==> config.mk <==
export PLATFORM = sky130hd
export DESIGN_NAME = des_key_schedule_flat
export DESIGN_NICKNAME = d
export VERILOG_FILES = /design/src/rtl/des_pkg.sv /design/src/rtl/des_key_schedule_if.sv /design/src/rtl/des_pc2.sv /design/src/rtl/des_key_schedule.sv /design/src/flat_wrapper.sv
export SDC_FILE = /design/constraint.sdc
export NUM_CORES = 1
export LEC_CHECK = 0
export ABC_AREA = 0
export BUFFER_PORTS_ARGS = -buffer_cell sky130_fd_sc_hd__buf_4
export CAP_MARGIN = 10
export CORE_MARGIN = 3
export CORE_UTILIZATION = 55
export DETAILED_ROUTE_END_ITERATION = 7
export GPL_ROUTABILITY_DRIVEN = 0
export HOLD_SLACK_MARGIN = 0.1
export PLACE_DENSITY = 0.9
export SETUP_SLACK_MARGIN = 0.05
export SLEW_MARGIN = 20
export SYNTH_ARGS = -nofsm -noshare
export SYNTH_HDL_FRONTEND = slang
export SYNTH_HIERARCHICAL = 1
export SYNTH_SLANG_ARGS = --single-unit
export TNS_END_PERCENT = 5
==> constraint.sdc <==
create_clock -name clk -period 2.8 [get_ports clk]
set_input_delay 0.42 -clock clk [delete_from_list [all_inputs] [get_ports clk]]
set_output_delay 0.42 -clock clk [all_outputs]
set_load 0.05 [all_outputs]
==> src/rtl/des_pkg.sv <==
// Shared DES constants: permutation tables, rotation schedule and key-schedule state type.
// The tables hold 1-based DES bit positions so they read like the standard.
package des_pkg;

  localparam int KEY_W    = 64;
  localparam int CD_W     = 28;
  localparam int SUBKEY_W = 48;

  typedef enum logic [0:0] {StIdle, StRun} state_e;

  localparam byte unsigned PC1 [56] = '{
    8'd57, 8'd49, 8'd41, 8'd33, 8'd25, 8'd17, 8'd9,
    8'd1,  8'd58, 8'd50, 8'd42, 8'd34, 8'd26, 8'd18,
    8'd10, 8'd2,  8'd59, 8'd51, 8'd43, 8'd35, 8'd27,
    8'd19, 8'd11, 8'd3,  8'd60, 8'd52, 8'd44, 8'd36,
    8'd63, 8'd55, 8'd47, 8'd39, 8'd31, 8'd23, 8'd15,
    8'd7,  8'd62, 8'd54, 8'd46, 8'd38, 8'd30, 8'd22,
    8'd14, 8'd6,  8'd61, 8'd53, 8'd45, 8'd37, 8'd29,
    8'd21, 8'd13, 8'd5,  8'd28, 8'd20, 8'd12, 8'd4
  };

  localparam byte unsigned PC2 [48] = '{
    8'd14, 8'd17, 8'd11, 8'd24, 8'd1,  8'd5,
    8'd3,  8'd28, 8'd15, 8'd6,  8'd21, 8'd10,
    8'd23, 8'd19, 8'd12, 8'd4,  8'd26, 8'd8,
    8'd16, 8'd7,  8'd27, 8'd20, 8'd13, 8'd2,
    8'd41, 8'd52, 8'd31, 8'd37, 8'd47, 8'd55,
    8'd30, 8'd40, 8'd51, 8'd45, 8'd33, 8'd48,
    8'd44, 8'd49, 8'd39, 8'd56, 8'd34, 8'd53,
    8'd46, 8'd42, 8'd50, 8'd36, 8'd29, 8'd32
  };

  // Left-rotation amount before round 1..16, stored 0-based.
  localparam logic [1:0] SHIFT [16] = '{
    2'd1, 2'd1, 2'd2, 2'd2, 2'd2, 2'd2, 2'd2, 2'd2,
    2'd1, 2'd2, 2'd2, 2'd2, 2'd2, 2'd2, 2'd2, 2'd1
  };

  function automatic logic [CD_W-1:0] rotl(input logic [CD_W-1:0] x, input logic [1:0] n);
    return (n == 2'd2) ? {x[CD_W-3:0], x[CD_W-1:CD_W-2]} : {x[CD_W-2:0], x[CD_W-1]};
  endfunction

  function automatic logic [CD_W-1:0] rotr(input logic [CD_W-1:0] x, input logic [1:0] n);
    return (n == 2'd2) ? {x[1:0], x[CD_W-1:2]} : {x[0], x[CD_W-1:1]};
  endfunction

endpackage

==> src/rtl/des_key_schedule_if.sv <==
// Key-in / subkey-out handshake bundle of the DES key schedule.
// slave is the schedule's view, master the driver/consumer side.
interface des_key_schedule_if;
  import des_pkg::*;

  logic                key_valid;
  logic                key_ready;
  logic [KEY_W-1:0]    key;
  logic                decrypt;
  logic                sk_valid;
  logic                sk_ready;
  logic [SUBKEY_W-1:0] subkey;
  logic [3:0]          sk_round;
  logic                sk_last;

  modport slave (
    input  key_valid, key, decrypt, sk_ready,
    output key_ready, sk_valid, subkey, sk_round, sk_last
  );

  modport master (
    output key_valid, key, decrypt, sk_ready,
    input  key_ready, sk_valid, subkey, sk_round, sk_last
  );

endinterface

==> src/rtl/des_pc2.sv <==
// DES permuted choice 2: pure wiring from the 56-bit {C,D} pair to a 48-bit subkey.
module des_pc2
  import des_pkg::*;
(
  input  logic [2*CD_W-1:0]   cd_i,
  output logic [SUBKEY_W-1:0] subkey_o
);

  for (genvar i = 0; i < SUBKEY_W; i++) begin : g_pc2
    assign subkey_o[SUBKEY_W-1-i] = cd_i[2*CD_W - int'(PC2[i])];
  end

endmodule

==> src/rtl/des_key_schedule.sv <==
// Sequential DES key schedule: one 28-bit C/D register pair rotated per handshake,
// emitting K1..K16 (encrypt) or K16..K1 (decrypt) through a combinational PC-2.
module des_key_schedule
  import des_pkg::*;
#(
  parameter int unsigned NUM_ROUNDS = 16
) (
  input logic               clk,
  input logic               rst_n,
  des_key_schedule_if.slave kif
);

  state_e          state_q, state_d;
  logic [CD_W-1:0] c_half_q, c_half_d;
  logic [CD_W-1:0] d_half_q, d_half_d;
  logic [3:0]      cnt_q, cnt_d;
  logic            mode_q, mode_d;
  logic            key_ready_q, key_ready_d;

  logic [2*CD_W-1:0] cd0;
  logic [CD_W-1:0]   c0, d0;
  logic [1:0]        enc_shift, dec_shift;

  for (genvar i = 0; i < 2*CD_W; i++) begin : g_pc1
    assign cd0[2*CD_W-1-i] = kif.key[KEY_W - int'(PC1[i])];
  end

  assign c0 = cd0[2*CD_W-1:CD_W];
  assign d0 = cd0[CD_W-1:0];

  // Encrypt moves forward to C(cnt+2); decrypt undoes the rotation that produced C(16-cnt).
  assign enc_shift = SHIFT[cnt_q + 4'd1];
  assign dec_shift = SHIFT[4'd15 - cnt_q];

  always_comb begin
    state_d  = state_q;
    c_half_d = c_half_q;
    d_half_d = d_half_q;
    cnt_d    = cnt_q;
    mode_d   = mode_q;
    unique case (state_q)
      StIdle: begin
        if (kif.key_valid && key_ready_q) begin
          state_d = StRun;
          cnt_d   = '0;
          mode_d  = kif.decrypt;
          // Total rotation over 16 rounds is 28, so C0/D0 already equal C16/D16.
          c_half_d = kif.decrypt ? c0 : rotl(c0, 2'd1);
          d_half_d = kif.decrypt ? d0 : rotl(d0, 2'd1);
        end
      end
      StRun: begin
        if (kif.sk_ready) begin
          if (cnt_q == 4'd15) begin
            state_d = StIdle;
          end else begin
            cnt_d    = cnt_q + 4'd1;
            c_half_d = mode_q ? rotr(c_half_q, dec_shift) : rotl(c_half_q, enc_shift);
            d_half_d = mode_q ? rotr(d_half_q, dec_shift) : rotl(d_half_q, enc_shift);
          end
        end
      end
    endcase
    key_ready_d = (state_d == StIdle);
  end

  always_ff @(posedge clk or negedge rst_n) begin
    if (!rst_n) begin
      state_q     <= StIdle;
      c_half_q    <= '0;
      d_half_q    <= '0;
      cnt_q       <= '0;
      mode_q      <= 1'b0;
      key_ready_q <= 1'b0;
    end else begin
      state_q     <= state_d;
      c_half_q    <= c_half_d;
      d_half_q    <= d_half_d;
      cnt_q       <= cnt_d;
      mode_q      <= mode_d;
      key_ready_q <= key_ready_d;
    end
  end

  assign kif.key_ready = key_ready_q;
  assign kif.sk_valid  = (state_q == StRun);
  assign kif.sk_round  = mode_q ? (4'd15 - cnt_q) : cnt_q;
  assign kif.sk_last   = (state_q == StRun) && (cnt_q == 4'd15);

  des_pc2 u_pc2 (
    .cd_i     ({c_half_q, d_half_q}),
    .subkey_o (kif.subkey)
  );

  a_round_in_range: assert property (
    @(posedge clk) disable iff (!rst_n) (state_q == StRun) |-> (32'(cnt_q) < NUM_ROUNDS)
  );

endmodule
==> src/flat_wrapper.sv <==
// flat-port wrapper written by rule: the top's interface ports become plain ports
module des_key_schedule_flat import des_pkg::*;
#(
  parameter int unsigned NUM_ROUNDS = 16
)
  (clk, rst_n, kif_key_valid, kif_key, kif_decrypt, kif_sk_ready, kif_key_ready, kif_sk_valid, kif_subkey, kif_sk_round, kif_sk_last);
  des_key_schedule_if kif_i ();
  input logic clk;
  input logic rst_n;
  input wire logic [$bits(kif_i.key_valid)-1:0] kif_key_valid;
  input wire logic [$bits(kif_i.key)-1:0] kif_key;
  input wire logic [$bits(kif_i.decrypt)-1:0] kif_decrypt;
  input wire logic [$bits(kif_i.sk_ready)-1:0] kif_sk_ready;
  output wire logic [$bits(kif_i.key_ready)-1:0] kif_key_ready;
  output wire logic [$bits(kif_i.sk_valid)-1:0] kif_sk_valid;
  output wire logic [$bits(kif_i.subkey)-1:0] kif_subkey;
  output wire logic [$bits(kif_i.sk_round)-1:0] kif_sk_round;
  output wire logic [$bits(kif_i.sk_last)-1:0] kif_sk_last;
  assign kif_i.key_valid = kif_key_valid;
  assign kif_i.key = kif_key;
  assign kif_i.decrypt = kif_decrypt;
  assign kif_i.sk_ready = kif_sk_ready;
  assign kif_key_ready = kif_i.key_ready;
  assign kif_sk_valid = kif_i.sk_valid;
  assign kif_subkey = kif_i.subkey;
  assign kif_sk_round = kif_i.sk_round;
  assign kif_sk_last = kif_i.sk_last;
  des_key_schedule #(.NUM_ROUNDS(NUM_ROUNDS)) u_core (.clk(clk), .rst_n(rst_n), .kif(kif_i));
endmodule
# Word level (Yosys, flattened, before mapping)
# Memories as Yosys holds them, arrays and structs flattened.
# Cells that the tools add are included.
# Widths: inputs -> output; s select.
[word_totals]
regBits = 63
latchBits = 0
mem_bits_rw = 0
romBits = 64
inputBits = 69
output_inout_bits = 55
memories = 2
[mem_list]
columns = ["memory", "words", "width", "read_ports", "rd_ports_with_merged_regs", "write_ports", "line_no", "source"]
rows = [
  ["(no name shown)", 16, 2, 1, 0, 0, "des_key_schedule.sv:32", "assign enc_shift = SHIFT[cnt_q + 4'd1];"],
  ["(no name shown)", 16, 2, 1, 0, 0, "des_key_schedule.sv:33", "assign dec_shift = SHIFT[4'd15 - cnt_q];"],
]
[op_classes]
n_addsub = 2
n_mul = 0
div_mod_pow = 0
magnitude_cmp = 2
eq_ne = 6
shifts = 0
muxes = 29
bitwise = 4
reduce_logical = 4
[op_table]
columns = ["cell", "n"]
rows = [
  ["$mux 28", 14],
  ["$pmux 28 s2", 2],
  ["$mux 4", 4],
  ["$ge 5x5->1 const B", 2],
  ["$not 4->5", 2],
  ["$mux 2", 4],
  ["$pmux 4 s2", 1],
  ["$add 4x1->4 const B", 1],
  ["$eq 2x2->1 const B", 2],
  ["$eq 4x4->1 const B", 1],
  ["$ne 2x2->1 const B", 2],
  ["$sub 4x4->4 const A", 1],
  ["$mux 1", 3],
  ["$reduce_and 3->1", 1],
  ["$logic_and 1x1->1", 2],
  ["$ne 2x1->1 const B", 1],
  ["$not 1->1", 2],
  ["$pmux 1 s2", 1],
  ["$reduce_and 2->1", 1],
]

# Logic depth before layout (Yosys ltp)
# Gate-level depths: netlist (run 1).
[logic_depth]
depth_word = 11
ltp_mapped = 9

# Cells and area by module
# The synthesis (run 1) kept the hierarchy.
[modules_own_cells]
columns = ["module", "instances", "cells_per_inst", "area_per_inst_um2", "seq_area_each_um2"]
rows = [
  ["des_key_schedule", 1, 493, 4797.1, 1576.5],
  ["des_pc2", 1, 48, 360.3, 0.0],
]

# Least setup slack after synthesis (run 1)
# No wires, ideal clock.
[synth_timing]
path_kind = "register to register"
startpoint = "reg u_core.cnt_q[0]"
endpoint = "reg u_core.c_half_q[7]"
setup_ns = 0.126
t_arrival_ns = 2.262
path_slack_ns = 0.412
path_stages_with_launch = 9
period_less_slack_ns = 2.388
cell_sequence = "dfrtp_1 > inv_1 > ha_1 > or3_1 > a31oi_4 > nor3_4 > buf_6 > a221o_1 > a221o_1"
[synth_via]
elab_chain_len = 11
elab_cells_between_ends = 21
classes_between = "add/sub (2); eq/ne (4); mux (10); bitwise (2); reduce/logical (1); memory (2)"
[synth_lines]
columns = ["item", "line_no", "source"]
rows = [
  ["start: declaration", "des_key_schedule.sv:16", "logic [3:0] cnt_q, cnt_d;"],
  ["start signal: assignment", "des_key_schedule.sv:79", "cnt_q <= cnt_d;"],
  ["$add 4x1->4 / $sub 4x4->4 (equally long branches)", "des_key_schedule.sv:32, des_key_schedule.sv:33", ""],
  ["$not 4->5 (on tied branches)", "des_key_schedule.sv:32, des_key_schedule.sv:33", ""],
  ["$mem_v2 16x2 (on tied branches)", "-", ""],
  ["$mux 2 (on tied branches) (2 in series)", "des_key_schedule.sv:32, des_key_schedule.sv:33", ""],
  ["$eq 2x2->1 (on tied branches)", "des_pkg.sv:40, des_pkg.sv:44", ""],
  ["$mux 28 (on tied branches)", "des_pkg.sv:40, des_pkg.sv:44", ""],
  ["$mux 28", "des_key_schedule.sv:58", "c_half_d = mode_q ? rotr(c_half_q, dec_shift) : rotl(c_half_q, enc_shift);"],
  ["$mux 28", "des_key_schedule.sv:54", "if (cnt_q == 4'd15) begin"],
  ["$mux 28", "des_key_schedule.sv:53", "if (kif.sk_ready) begin"],
  ["$pmux 28 s2", "des_key_schedule.sv:41", "unique case (state_q)"],
  ["end signal: assignment", "des_key_schedule.sv:77", "c_half_q <= c_half_d;"],
  ["end: declaration", "des_key_schedule.sv:14", "logic [CD_W-1:0] c_half_q, c_half_d;"],
]
# Parallel ways exist; a longest one is shown, timed or not. The select of a mux whose other input is x is not followed.
# A chain may end at the register's enable or synchronous reset.

# Final worst setup path (run 1)
[layout_timing]
startpoint = "reg u_core.cnt_q[0]"
endpoint = "reg u_core.d_half_q[14]"
[layout_via]
elab_chain_len = 11
elab_cells_between_ends = 21
classes_between = "add/sub (2); eq/ne (4); mux (10); bitwise (2); reduce/logical (1); memory (2)"
[layout_lines]
columns = ["item", "line_no", "source"]
rows = [
  ["$add 4x1->4 / $sub 4x4->4 (equally long branches)", "des_key_schedule.sv:32, des_key_schedule.sv:33", ""],
  ["$not 4->5 (on tied branches)", "des_key_schedule.sv:32, des_key_schedule.sv:33", ""],
  ["$mem_v2 16x2 (on tied branches)", "-", ""],
  ["$mux 2 (on tied branches) (2 in series)", "des_key_schedule.sv:32, des_key_schedule.sv:33", ""],
  ["$eq 2x2->1 (on tied branches)", "des_pkg.sv:40, des_pkg.sv:44", ""],
  ["$mux 28 (on tied branches)", "des_pkg.sv:40, des_pkg.sv:44", ""],
  ["$mux 28", "des_key_schedule.sv:59", "d_half_d = mode_q ? rotr(d_half_q, dec_shift) : rotl(d_half_q, enc_shift);"],
  ["$mux 28", "des_key_schedule.sv:54", ""],
  ["$mux 28", "des_key_schedule.sv:53", ""],
  ["$pmux 28 s2", "des_key_schedule.sv:41", ""],
  ["end signal: assignment", "des_key_schedule.sv:78", "d_half_q <= d_half_d;"],
  ["end: declaration", "des_key_schedule.sv:15", "logic [CD_W-1:0] d_half_q, d_half_d;"],
]
# Parallel ways exist; a longest one is shown, timed or not. The select of a mux whose other input is x is not followed.

==> flow_metrics.tcl, run 1 <==
set metrics [dict create \
    synth-edff-count 0 \
    overflow 0 \
    synth-seq-cells 63 \
    synth_flop_cell "dfrtp_1" \
    dp_cells 683 \
    wl_um 14900 \
    finalHoldViolations 0 \
    synthesis.nets 616 \
    status "complete, no violations" \
    htreeDepth 3 \
    seq_power_share_pct 25.9 \
    cts_sinks 63 \
    first_global_vias 4568 \
    startpoint "u_core/cnt_q[0]" \
    wire_per_inst_um 21.3 \
    grt_pass1_wl_um 23200 \
    end_kind "flop" \
    drt_iter0_drc 575 \
    track_usage_pct 27.7 \
    worstMarginPinSlew_ns 0.798 \
    clockBufferDepth 2 \
    initial_utilization_pct 57.7 \
    crit_type "flop to flop" \
    synthArstFlopShare_pct 100 \
    area_growth_pct 15.3 \
    cts_buffers 9 \
    power.switching_w 0.00422 \
    period_minus_slack_ns 2.63 \
    rows 34 \
    crit_required_ns 3.02 \
    finalNonFillerCells 700 \
    yosysMostFrequentCell "a221o_1" \
    n_antenna_cell 0 \
    ys.warnings.count 6 \
    via_per_inst 7.10 \
    yosysTopAreaCell "dfrtp_1" \
    syn_inst 541 \
    clock_latency_ns 0.35 \
    maxCapViolations 0 \
    vias 4973 \
    tns_ns 0 \
    switching_share_pct 52.5 \
    drcViolationCount 0 \
    fin_nets 662 \
    ys_top_cells_by_area "dfrtp_1 31%, a221o_1 14%, mux2i_1 11%" \
    synth_common_cells "70 x a221o_1, 63 x dfrtp_1, 56 x mux2i_1" \
    fin_skew_ns 0.0117 \
    slew_headroom_pct 46.8 \
    p_int_w 0.00382 \
    grt_max_degree 87 \
    rrSetupSlack_ns 0.17 \
    io_buffers 115 \
    core_area_um2 8930 \
    die_area_um2 10600 \
    synth_top_area_share_pct 30.6 \
    hpwl_um 9790 \
    powerDensity_nw_per_um2 1350 \
    cts_tree "done" \
    postLayoutCoreUtil_pct 66.6 \
    fin_hold_ws_ns 0.141 \
    period_share_pct 93.9 \
    r2r_start "u_core/cnt_q[0]" \
    syn-cell-area_um2 5160 \
    die_w_um 103 \
    hp-class "primary input to asynchronous set/reset pin" \
    total_power_w 0.00804 \
    cts.clk_slew.worst_paths_ns 0.07 \
    cts_hold_buf 0 \
    synthDistinctLibCells 41 \
    drt-pass1-iter-count 5 \
    cp_max_fo 20 \
    root_buffer "clkbuf_8" \
    die_y_um 103 \
    synth.avg_cell_area_um2 9.53 \
    layout-drive-gt1-share_pct 30.1 \
    startpoint_type "flop" \
    finalSetupViolCount 0 \
    grt_antenna_before_repair 0 \
    ant_nets 0 \
    pin_count 124 \
    fmax_mhz 380 \
    p_comb_share_pct 64.2 \
    p_clk_share_pct 9.8 \
    ir_drop_mv 0.557 \
    leakage_nw 2.73 \
    seq_area_frac_synth_pct 30.6 \
    drv_slew 0 \
    rsz0062_at_grt "no" \
    arrival_ns 2.85 \
]
[stage by stage]
stage	worst slack, ns	cell area (µm²)
after floorplan	0.412	5160
after global placement	0.223	5720
after detailed placement	0.0366	5720
after CTS	0.0773	5930
after global routing	0.0508	5950
final	0.172	5950
[worst paths after layout]
| check | end | cells after the start |
|---|---|---|
| max reg2reg | u_core/d_half_q[14] | 8 |
| min reg2reg | u_core/cnt_q[0] | 1 |
| max in group asynchronous | u_core/cnt_q[0] | 1 |
| max | u_core/d_half_q[14] | 8 |
| min in group clk | u_core/kif.sk_valid | 4 |
| min | u_core/d_half_q[7] | 1 |
[registers in the layout, indices dropped and copies added (netlist names)]
name                  cells
u_core/d_half_q          28
u_core/mode_q             1
u_core/kif.sk_valid       1
u_core/cnt_q              4
u_core/kif.key_ready      1
u_core/c_half_q          28
[kinds of logic (layout without fill, tap and decap cells)]
kind of cell               Yosys count  in the layout  share of synthesized area (%)
and+or+nand+nor                    108            108                           10.5
muxes                               56             56                           10.9
buffers and inverters              112            163                           13.0
DFF                                 63             63                           30.6
xor gates and xnor gates             5              5                          0.849
AOI/OAI and AO/OA                  191            191                           32.8
adders and majority gates            6              6                           1.46
[cells in the final DEF (no fill, tap or decap), drive strengths merged, types with 2 or more instances in the layout]
master	Yosys	layout
a31oi	8	8
o221a	28	28
clkbuf	24	12
inv	13	13
nand2	53	53
and2	2	2
xor2	5	5
a221o	70	70
o32ai	2	2
a211oi	8	8
nand2b	2	2
a2111oi	7	7
nand3	6	6
dfrtp	63	63
a22oi	14	14
ha	6	6
o21ai	7	7
o31ai	8	8
nor3	5	5
o22ai	35	35
nor2	26	26
clkinv	0	3
buf	75	134
mux2i	56	56
and3	9	9
[worst max-delay path, stage by stage, from the launching register on]
cell	delay (ns)
dfrtp_2	0.45
inv_1	0.13
ha_1	0.21
or3_1	0.42
a31oi_4	0.37
nor3_4	0.06
buf_4	0.22
a221o_1	0.35
a221o_1	0.28
[power groups by stage]
stage / combinational, W / sequential [W] / clock [W]
after floorplan: 0.00426 / 0.00181 / 0
after global placement: 0.00484 / 0.00204 / 0
after detailed placement: 0.00500 / 0.00206 / 0
after CTS: 0.00507 / 0.00205 / 0.000790
after global routing: 0.00546 / 0.00215 / 0.000838
final: 0.00517 / 0.00209 / 0.000792
[routing by layer]
layer | GRT usage (%) | vias to the layer above | wire length, µm
li1 | - | 2189 | -
met4 | 10.3 | 0 | 354
met2 | 43.9 | 391 | 6930
met3 | 4.26 | 45 | 1690
met5 | 0 | - | 0
met1 | 38.6 | 2348 | 5930
[area by class of cell]
| cell class | count | area [µm²] |
|---|---|---|
| well taps | 108 | 135 |
| fillers | 658 | 2990 |
| multi-input cells | 366 | 2920 |
| clock inverters | 4 | 45.0 |
| inverters | 13 | 48.8 |
| flip-flops and latches | 63 | 1580 |
| repair buffers | 134 | 1070 |
| clock buffers | 12 | 145 |
[timing repair]
item / CTS / global route
resized for setup: 0 / 4
pin swaps: 1 / 0
endpoints found under the setup margin: 18 / 49
setup buffers: 1 / 0
(Power assumes the default switching activity.)
==> inputs of run 2 (changes only) <==
--- a/config.mk
+++ b/config.mk
@@ -6,6 +6,7 @@
 export NUM_CORES = 1
 export LEC_CHECK = 0
 export ABC_AREA = 0
+export ABC_CLOCK_PERIOD_IN_PS = 2800
 export BUFFER_PORTS_ARGS = -buffer_cell sky130_fd_sc_hd__buf_4
 export CAP_MARGIN = 10
 export CORE_MARGIN = 3
==> constraint.sdc (replaced) <==
create_clock -name clk -period 2.8 [get_ports clk]
set_input_delay 0.56 -clock clk [delete_from_list [all_inputs] [get_ports clk]]
set_output_delay 0.56 -clock clk [all_outputs]
set_load 0.05 [all_outputs]
==> run 2 against run 1 <==
  * Fmax decreased by 2.8%
  * Combinational power increased by 2%
  * Routed wire length increased by 2.5%
  * Count of clock-buffer cells in the layout decreased by 2
  * Cell count increased by 0.43%
  * Die area unchanged
==> flow_metrics.tcl, run 2 (same netlist as run 1, synthesis figures left out) <==
set metrics [dict create \
    grt_max_degree 87 \
    pin_count 124 \
    clock_latency_ns 0.35 \
    fillers 676 \
    fin_hold_ws_ns 0.275 \
    wire_per_inst_um 21.7 \
    ant_nets 0 \
    wl_um 15300 \
    cp_common_cell "buf_4" \
    n_antenna_cell 0 \
    drv_slew 0 \
    rsz0062_at_grt "yes" \
    hp-class "primary input to asynchronous set/reset pin" \
    finalHoldViolations 0 \
    period_minus_slack_ns 2.70 \
    r2r_start "u_core/cnt_q[0]" \
    cts_buffers 9 \
    fin_nets 665 \
    leakage_nw 2.75 \
    worstPathCellList "inv_1 > ha_1 > nand2b_1 > o32ai_2 > a211o_1 > buf_4 > and2_1 > buf_4 > a221o_1" \
    worst-path-buf-inv 3 \
    r2r-end "u_core/c_half_q[21]" \
    powerDensity_nw_per_um2 1360 \
    htreeDepth 3 \
    initial_utilization_pct 57.7 \
    first_global_vias 4841 \
    overflow 0 \
    io_buffers 115 \
    layout_commonest_cell "buf_4" \
    finalSetupViolCount 0 \
    reg_top3 "u_core/c_half_q (28), u_core/d_half_q (28), u_core/cnt_q (4)" \
    r2r_cells 9 \
    fin_skew_ns 0.0139 \
    cts_sinks 63 \
    die_area_um2 10600 \
    tns_ns 0 \
    drt-pass1-iter-count 5 \
    startpoint_type "flop" \
    slew_headroom_pct 45.2 \
    path_delay_family "compound AO/OA/AOI/OAI gates" \
    crit_required_ns 3.02 \
    ir_drop_mv 0.617 \
    grt_antenna_before_repair 0 \
    die_y_um 103 \
    worstMarginPinSlew_ns 0.823 \
    root_buffer "clkbuf_8" \
    end_kind "flop" \
    crit_type "flop to flop" \
    area_growth_pct 16.3 \
    die_w_um 103 \
    crit_path_top_delay_cell "dfrtp_2" \
    cp_max_fo 19 \
    rrSetupSlack_ns 0.1 \
    via_per_inst 7.13 \
    cts_tree "done" \
    vias 5013 \
    core_area_um2 8930 \
    arrival_ns 2.93 \
    track_usage_pct 28.5 \
    fmax_mhz 370 \
    rows 34 \
    layout-drive-gt1-share_pct 30.4 \
    drcViolationCount 0 \
    period_share_pct 96.6 \
    status "complete, no violations" \
    cts_hold_buf 0 \
    cp_slowest_stage_delay_ns 0.46 \
    final_cell_mix "129 x buf_4, 70 x a221o_1, 62 x dfrtp_1" \
    maxCapViolations 0 \
    startpoint "u_core/cnt_q[0]" \
    clockBufferDepth 2 \
    drt_iter0_drc 639 \
    hpwl_um 10200 \
    grt_pass1_wl_um 23600 \
    cts.clk_slew.worst_paths_ns 0.08 \
]
[run 2: layout make-up]
class	count	area (µm²)	area share, %
clock buffer	10	128	2.13
clock inverter	6	61.3	1.02
inverter	13	48.8	0.813
multi-input combinational	366	2920	48.7
sequential	63	1580	26.3
tap	108	135	2.25
timing repair buffer	137	1130	18.8
[run 2: timing repair]
item | in CTS | in global routing
endpoints found under the setup margin | 0 | 49
buffers inserted | 0 | 2
gates resized for setup | 0 | 3
[run 2: per-layer routing]
metal  routed length, µm  track usage (%)  share of wire, %  up-vias
li1                    -                -                 -     2196
met4                 418             14.4               2.7        0
met2                7250             44.4                47      353
met5                   0                0                 0        -
met1                5910             37.9                39     2424
met3                1680             5.21                11       40
[run 2: worst max-delay path by stage]
stage                          end  cells after the start
6_report       u_core/c_half_q[21]                      9
5_1_grt        u_core/c_half_q[21]                      9
4_1_cts        u_core/c_half_q[21]                      9
3_5_place_dp    u_core/c_half_q[2]                      8
3_3_place_gp    u_core/c_half_q[3]                      8
2_1_floorplan      kif_sk_round[0]                      3
[run 2: stage by stage]
stage | util (%) | setup slack [ns] | cell area, µm² | power, W | instances
final | 67.2 | 0.0954 | 6000 | 0.00813 | 703
after global routing | 67.2 | 0.0253 | 6000 | 0.00855 | 703
after CTS | 66.6 | 0.0896 | 5950 | 0.00794 | 701
after detailed placement | 64.5 | 0.109 | 5760 | 0.00715 | 685
after global placement | 64.5 | 0.228 | 5760 | 0.00694 | 685
after floorplan | - | 0.408 | 5160 | 0.00607 | 541
[run 2: worst register-to-register path: stages (launching register included)]
cell      delay (ns)
dfrtp_2         0.46
inv_1           0.12
ha_1            0.38
nand2b_1        0.17
o32ai_2         0.15
a211o_1         0.37
buf_4           0.20
and2_1          0.16
buf_4           0.21
a221o_1         0.34
[run 2: power by group]
| group | internal (W) | leakage, nW | switching (W) | total, W |
|---|---|---|---|---|
| Sequential | 0.00133 | 0.776 | 0.000740 | 0.00207 |
| Combinational | 0.00213 | 1.88 | 0.00315 | 0.00528 |
| Clock | 0.000408 | 0.0960 | 0.000381 | 0.000788 |
